### src/rtl/lc3_pkg.sv
// Shared types and helpers for the LC-3 branch-resolution datapath.
package lc3_pkg;

  typedef enum logic [1:0] {BR_IDLE, BR_EVAL, BR_REDIRECT} br_state_t;

  localparam logic [3:0] OP_BR = 4'b0000;

  function automatic logic [15:0] sext9(input logic [8:0] off);
    return {{7{off[8]}}, off};
  endfunction

endpackage

### src/rtl/sat_counter.sv
// Saturating up-counter with synchronous clear that takes priority over increment.
module sat_counter #(
  parameter int W = 16
) (
  input  logic         Clk,
  input  logic         Reset,
  input  logic         clr,
  input  logic         inc,
  output logic [W-1:0] count
);

  // NOTE: sequential state is updated only with non-blocking assignments so every
  // register samples pre-edge values regardless of process evaluation order.
  always_ff @(posedge Clk or posedge Reset) begin
    if (Reset) begin
      count <= '0;
    end else if (clr) begin
      count <= '0;
    end else if (inc && (count != {W{1'b1}})) begin
      count <= count + W'(1);
    end
  end

endmodule

### src/rtl/br_resolve_unit.sv
// Resolves LC-3 BR instructions against the NZP flags and offers the PC-relative
// target to the PC stage over a valid/ready handshake; keeps taken/not-taken stats.
module br_resolve_unit
  import lc3_pkg::*;
#(
  parameter int CNT_W = 16,
  parameter int PC_W  = 16
) (
  input  logic             Clk,
  input  logic             Reset,
  input  logic             start,
  input  logic [PC_W-1:0]  IR,
  input  logic [PC_W-1:0]  PC,
  input  logic             Nin,
  input  logic             Zin,
  input  logic             Pin,
  input  logic             redirect_ready,
  input  logic             clr_stats,
  output logic             busy,
  output logic             ben,
  output logic             redirect_valid,
  output logic [PC_W-1:0]  redirect_target,
  output logic             done,
  output logic [CNT_W-1:0] taken_cnt,
  output logic [CNT_W-1:0] nt_cnt
);

  br_state_t       state, state_nxt;
  logic [2:0]      mask_q;
  logic [8:0]      offset_q;
  logic [PC_W-1:0] pc_q;
  logic            br_taken;
  logic            handshake;
  logic            taken_inc;
  logic            nt_inc;

  // The opcode is decoded upstream; start alone qualifies IR as a BR.
  logic unused_opcode;
  assign unused_opcode = (IR[PC_W-1:12] != OP_BR);

  // Flags are sampled live during EVAL, one cycle after start.
  assign br_taken       = |(mask_q & {Nin, Zin, Pin});
  assign busy           = (state != BR_IDLE);
  assign redirect_valid = (state == BR_REDIRECT);
  assign handshake      = redirect_valid & redirect_ready;
  assign taken_inc      = handshake;
  assign nt_inc         = (state == BR_EVAL) & ~br_taken;

  // NOTE: next_state gets a default before the case so no path leaves it unassigned
  // and no latch is inferred.
  always_comb begin
    state_nxt = state;
    case (state)
      BR_IDLE:     if (start)     state_nxt = BR_EVAL;
      BR_EVAL:     state_nxt = br_taken ? BR_REDIRECT : BR_IDLE;
      BR_REDIRECT: if (redirect_ready) state_nxt = BR_IDLE;
      default:     state_nxt = BR_IDLE;
    endcase
  end

  always_ff @(posedge Clk or posedge Reset) begin
    if (Reset) begin
      state           <= BR_IDLE;
      mask_q          <= '0;
      offset_q        <= '0;
      pc_q            <= '0;
      ben             <= 1'b0;
      redirect_target <= '0;
      done            <= 1'b0;
    end else begin
      state <= state_nxt;
      done  <= 1'b0;
      case (state)
        BR_IDLE: begin
          if (start) begin
            mask_q   <= IR[11:9];
            offset_q <= IR[8:0];
            pc_q     <= PC;
          end
        end
        BR_EVAL: begin
          ben             <= br_taken;
          redirect_target <= pc_q + PC_W'(sext9(offset_q));
          if (!br_taken) done <= 1'b1;
        end
        BR_REDIRECT: begin
          if (redirect_ready) done <= 1'b1;
        end
        default: ;
      endcase
    end
  end

  sat_counter #(.W(CNT_W)) u_taken_cnt (
    .Clk   (Clk),
    .Reset (Reset),
    .clr   (clr_stats),
    .inc   (taken_inc),
    .count (taken_cnt)
  );

  sat_counter #(.W(CNT_W)) u_nt_cnt (
    .Clk   (Clk),
    .Reset (Reset),
    .clr   (clr_stats),
    .inc   (nt_inc),
    .count (nt_cnt)
  );

  a_target_stable: assert property (@(posedge Clk) disable iff (Reset)
    (redirect_valid && !redirect_ready) |=> (redirect_valid && $stable(redirect_target)));

  a_done_pulse: assert property (@(posedge Clk) disable iff (Reset)
    done |=> !done);

endmodule

### config.mk
export PLATFORM = sky130hd
export DESIGN_NAME = br_resolve_unit
export DESIGN_NICKNAME = d
export VERILOG_FILES = /design/src/rtl/lc3_pkg.sv /design/src/rtl/sat_counter.sv /design/src/rtl/br_resolve_unit.sv
export SDC_FILE = /design/constraint.sdc
export NUM_CORES = 1
export LEC_CHECK = 0
export BUFFER_PORTS_ARGS = -buffer_cell sky130_fd_sc_hd__buf_2
export CAP_MARGIN = 20
export CORE_MARGIN = 3
export CORE_UTILIZATION = 30
export DETAILED_ROUTE_END_ITERATION = 6
export PLACE_DENSITY = 0.6
export SLEW_MARGIN = 20
export SYNTH_ARGS = -nofsm -noshare
export SYNTH_HDL_FRONTEND = slang
export SYNTH_SLANG_ARGS = --single-unit
### constraint.sdc
create_clock -name Clk -period 2.9 [get_ports Clk]
set_input_delay 0.145 -clock Clk [delete_from_list [all_inputs] [get_ports Clk]]
set_output_delay 0.145 -clock Clk [all_outputs]
set_load 0.02 [all_outputs]
* Word level (Yosys, flattened, before mapping)
Index checks and enable logic that the tools add are counted.
** Word-level totals
- Latch bits :: 0
- Bits in read-only memories :: 0
- RAM bits :: 0
- Output and inout port bits :: 52
- Memories :: 0
- Input bits :: 40
- Bits in registers :: 80
** Operators by class
- Shifts and indexed selects :: 0
- Reductions and logical operators :: 9
- Div/mod/pow operators :: 0
- Bitwise gates (word level) :: 4
- Equal/unequal tests :: 6
- $lt $le $gt $ge :: 0
- Mux-type cells :: 11
- Add/subtract/negate cells :: 3
- $mul :: 0
** Operators with widths (count)
- 16-bit 2-to-1 mux :: 4
- 16-bit by 1-bit adder with 16-bit output (second input constant) :: 2
- 16-bit inequality test (second input constant) :: 2
- 16-bit adder :: 1
- 2-bit 2-to-1 mux :: 3
- 2-bit case mux with 3 select lines :: 1
- 2-bit nonzero test :: 3
- 2-bit inequality test (second input constant) :: 2
- 2-bit AND reduction :: 2
- 3-bit bitwise AND :: 1
- 3-bit OR reduction :: 1
- 1-bit bitwise AND :: 2
- 2-bit by 1-bit == test with 1-bit output (second input constant) :: 1
- 2-bit == test (second input constant) :: 1
- 1-bit logical AND :: 2
- 2-bit zero test :: 1
- 1-bit 2-to-1 mux :: 2
- 1-bit case mux with 2 select lines :: 1
- 1-bit NOT :: 1

* Longest topological paths before layout
- Word-level depth :: 7
- Depth in mapped cells :: 8
- Gate-level depth less buffers :: 8

* Cells and area by module
Synthesis repeated with hierarchy kept, for this count alone.
** Second synthesis, totals
- Cells, all modules :: 425
- Area, all modules :: 4456.8 µm²
** Modules (own cells, without submodules)
- br_resolve_unit :: area an instance 2592.5 µm², seq. area each 1201.2 µm², times used 1, cells each 223
- sat_counter :: area an instance 932.1 µm², seq. area each 400.4 µm², times used 2, cells each 101

* Least setup slack after synthesis
No wires, ideal clock.
- Path type :: flip-flop to flip-flop
- Start :: register offset_q[0]
- End :: register redirect_target[12]
- Arrival :: 2.152 ns
- Period minus slack after synthesis :: 2.221 ns
- Library setup time :: 0.070 ns
- Data required time :: 2.830 ns
- Path buffers :: 0
- Setup slack :: 0.679 ns
- Stages on the path, launching flop included :: 9
- Cells stage by stage :: dfrtp_1 -> ha_1 -> fa_1 -> a211oi_1 -> o21bai_1 -> a21o_1 -> a32oi_1 -> and3_1 -> nand3b_1
** Between the ends
- Word-level cells in the longest chain between the ends :: 1
** Ends and longest elaborated chain
- start: declaration :: RTL line br_resolve_unit.sv:30 : logic [8:0] offset_q;
- start signal: assignment :: RTL line br_resolve_unit.sv:77 : offset_q <= IR[8:0];
- 16-bit adder :: RTL line br_resolve_unit.sv:83 : redirect_target <= pc_q + PC_W'(sext9(offset_q));
- end signal: assignment :: RTL line br_resolve_unit.sv:83
- end: declaration :: RTL line br_resolve_unit.sv:22 : output logic [PC_W-1:0] redirect_target,
Every way passes these cells.
A chain may end at the register's enable or synchronous reset.

* Worst setup path in the final report
- Start :: register offset_q[0]
- End :: register redirect_target[10]
Same word-level chain as after synthesis.

==> run_results.csv <==
group,metric,value,unit
floorplanning,die_w,124,um
synth,ys_warn_count,0,
worst_setup_path,rr_worst_depth,8,
global_route,grtUsageTotal,13.3,%
place,numPortBuffers,87,
sta,tns,0,ns
layout,nets,542,
layout,multi_input_area,2080,um^2
global_route,grt_start_max_net_pins,57,
worst_setup_path,ff2ff_setup_slack,0.35,ns
synth,syn_area,4150,um^2
floorplanning,die_y,124,um
global_route,grt_pass1_vias,3237,
power_and_ir_drop,power.leakage,0.00240,uW
floorplanning,start_util,30.9,%
worst_setup_path,critPathKind,"flip-flop to flip-flop",
global_route,grt_use_met2,21.2,%
layout,fill_cells,1315,
drt,drc_errors,0,
worst_setup_path,crit_path_end,"redirect_target[10]$_DFFE_PP0P_",
global_route,grtUsageMet1,16.7,%
clock_tree,htreeDepth,3,
global_route,met3_usage,5.44,%
worst_setup_path,timing.rr.end,"redirect_target[10]$_DFFE_PP0P_",
worst_setup_path,reg2reg_from,"offset_q[0]$_DFFE_PP0P_",
sta,worstMarginPinSlew,0.605,ns
worst_setup_path,arrival,2.81,ns
worst_setup_path,cp_max_fo,5,
synth,async_flop_share,100,%
sta,setup_violations,0,
clock_tree,postCtsSetupBuffers,0,
synth,synthFlopType,"dfrtp_1",
sta,timing.hold.ws,0.0319,ns
clock_tree,numCtsBuffers,9,
layout,drive_above_1_share,30.9,%
layout,seq_area,2000,um^2
floorplanning,io_pins,92,
drt,vias_per_cell,4.90,
drt,dr.pass1.iters,4,
drt,routedWlPerCell,14.3,um
synth,ys_types,50,
sta,timing.fmax,0.392,GHz
worst_setup_path,startpoint,"offset_q[0]$_DFFE_PP0P_",
place,dp_hpwl,6870,um
drt,drtIter0Drc,185,
floorplanning,coreArea,13400,um^2
power_and_ir_drop,ir_worst_vdd,0.741,mV
sta,slew-limit-headroom,59.7,%
sta,finalCriticalPeriod,2.55,ns
job,drv_cap,0,
place,postPlaceCellArea,4810,um^2
layout,final_area,5130,um^2
sta,post-route-period-util,88.0,%
clock_tree,cts_sinks,80,
layout,diodes,0,
drt,vias,3242,
worst_setup_path,cp.required,3.16,ns
clock_tree,clock_tree.root_cell,"clkbuf_16",
sta,slew_violations,0,
sta,hold_violations,0,
synth,synth_cells,386,
global_route,busiest_layer,"met2",
synth,ys_ff_latch,80,
clock_tree,path_clk_slew,0.06,ns
clock_tree,cts_tree,"built",
floorplanning,placementRows,42,
clock_tree,cts_buffer_depth,2,
worst_setup_path,path_cells,"ha_1 > fa_1 > a211oi_1 > o21bai_1 > a21o_1 > a32oi_1 > o311ai_0 > o21ai_0",
clock_tree,clk_latency,0.34,ns
status,status,"finished, final reports clean",
sta,skew,0.0115,ns
place,place.gp.congestion,0.790,
worst_setup_path,slowest_delay,0.45,ns
power_and_ir_drop,powerDensity,1100,nW/um^2
synth,synth_edf_count,0,
drt,drt-total-wl,9470,um
floorplanning,die-area,15300,um^2
drt,final_antenna_net_count,0,
worst_setup_path,cpMaxStageDelayCell,"fa_1",
global_route,grt_pass1_wl,15800,um
global_route,antenna_found_initial,0,
layout,syn2layout_area_growth,23.6,%
synth,seq_area_frac_synth,48.3,%
global_route,grt_overflow,0,
worst_setup_path,endpoint_kind,"flip-flop",
worst_setup_path,startpoint_type,"flip-flop",
synth,avgSynthCellArea,10.7,um^2
sta,rsz0062_at_grt,"false",
synth,syn-num-nets,448,
worst_hold_path,min_path_type,"input pin to flip-flop",
-- where the power goes --
part	internal, uW	switching (uW)
clock network	716	463
registers	1490	228
logic	1230	1510
-- stage by stage --
step	setup slack, ns	utilization [%]	total power, uW	cells
4_1_cts	0.343	38.3	5720	661
6_report	0.349	38.3	5640	661
5_1_grt	0.169	38.3	6140	661
2_1_floorplan	0.679	-	3800	386
3_5_place_dp	0.389	35.9	4480	644
3_3_place_gp	0.417	35.9	4420	644
-- cell families (layout without fill, tap and decap cells) --
family          after synthesis  after routing  synth area share, %
simple gates                131            131                 15.7
flops                        80             80                 48.3
compound gates               63             63                 9.81
mux                          39             39                 10.6
xor+xnor                     35             35                 7.39
fa+ha+maj                    22             22                 6.82
buf+inv                      16            115                 1.45
-- cell usage after synthesis (all sizes together), types with 2 or more instances --
cell type | number | share of area (%)
dfrtp | 80 | 48
nor2 | 41 | 3.8
mux2 | 39 | 11
nand2 | 31 | 2.9
xor2 | 23 | 4.9
ha | 21 | 6.3
a21oi | 18 | 2.2
nand3 | 14 | 1.7
o21ai | 12 | 1.4
xnor2 | 12 | 2.5
nand4 | 11 | 1.7
nor3 | 9 | 1.1
a21o | 8 | 1.4
and3 | 7 | 1.1
clkbuf | 7 | 0.63
inv | 7 | 0.63
a211oi | 4 | 0.72
and4 | 4 | 0.84
o211ai | 4 | 0.72
a31oi | 2 | 0.30
and2 | 2 | 0.30
nand2b | 2 | 0.30
nor4 | 2 | 0.45
o21a | 2 | 0.36
o31ai | 2 | 0.36
or3 | 2 | 0.30
-- cells in the final DEF, fill, tap and decap left out, drive strengths merged, types with 2 or more instances in the layout --
cell,count
nor2,41
nor3,9
nor4,2
buf,90
clkinv,3
nand2,31
a211oi,4
mux2,39
and3,7
a21o,8
and2,2
a31oi,2
clkbuf,12
or3,2
o21a,2
o31ai,2
a21oi,18
inv,7
dfrtp,80
xor2,23
o21ai,12
ha,21
nand4,11
and4,4
nand3,14
o211ai,4
nand2b,2
xnor2,12
-- state kept, by name (all words and copies together) (netlist names) --
| signal | cells |
|---|---|
| u_taken_cnt.count | 16 |
| redirect_target | 16 |
| done | 1 |
| pc_q | 16 |
| mask_q | 3 |
| u_nt_cnt.count | 16 |
| offset_q | 9 |
| state | 2 |
| ben | 1 |
-- what timing repair did --
| action | CTS | global route |
|---|---|---|
| endpoints found under the hold margin | 24 | 0 |
| gates resized for setup | 0 | 0 |
| hold buffers | 1 | 0 |
-- area by class of cell --
cell class,instances,share of cell area [%]
inverter,8,0.610
tap,176,4.30
clock buffer,12,5.00
clock inverter,4,1.00
sequential,80,39.1
timing repair buffer,91,9.37
multi-input combinational,290,40.7
-- how the worst min path moves through the flow --
stage	start	endpoint	slack, ns	cells after the start
6_report	IR[9]	mask_q[0]$_DFFE_PP0P_	0.03	2
5_1_grt	PC[0]	pc_q[0]$_DFFE_PP0P_	0.01	2
4_1_cts	IR[9]	mask_q[0]$_DFFE_PP0P_	0.02	2
3_5_place_dp	Reset	u_nt_cnt.count[2]$_DFFE_PP0P_	0.18	2
3_3_place_gp	Reset	u_nt_cnt.count[4]$_DFFE_PP0P_	0.18	2
2_1_floorplan	clr_stats	u_taken_cnt.count[6]$_DFFE_PP0P_	0.21	1
-- worst max-delay path, delay by kind of cell (launching register included) --
| kind | cells | cell delay [ns] |
|---|---|---|
| flops | 1 | 0.37 |
| fa+ha+maj | 2 | 0.69 |
| compound gates | 6 | 1.40 |
-- routing by layer --
layer	share of wire [%]	vias to the layer above
met5	0	-
met3	7.8	8
met4	1.2	0
li1	-	1584
met2	46	101
met1	45	1549
Note: power is estimated with default switching activity, not from simulation.
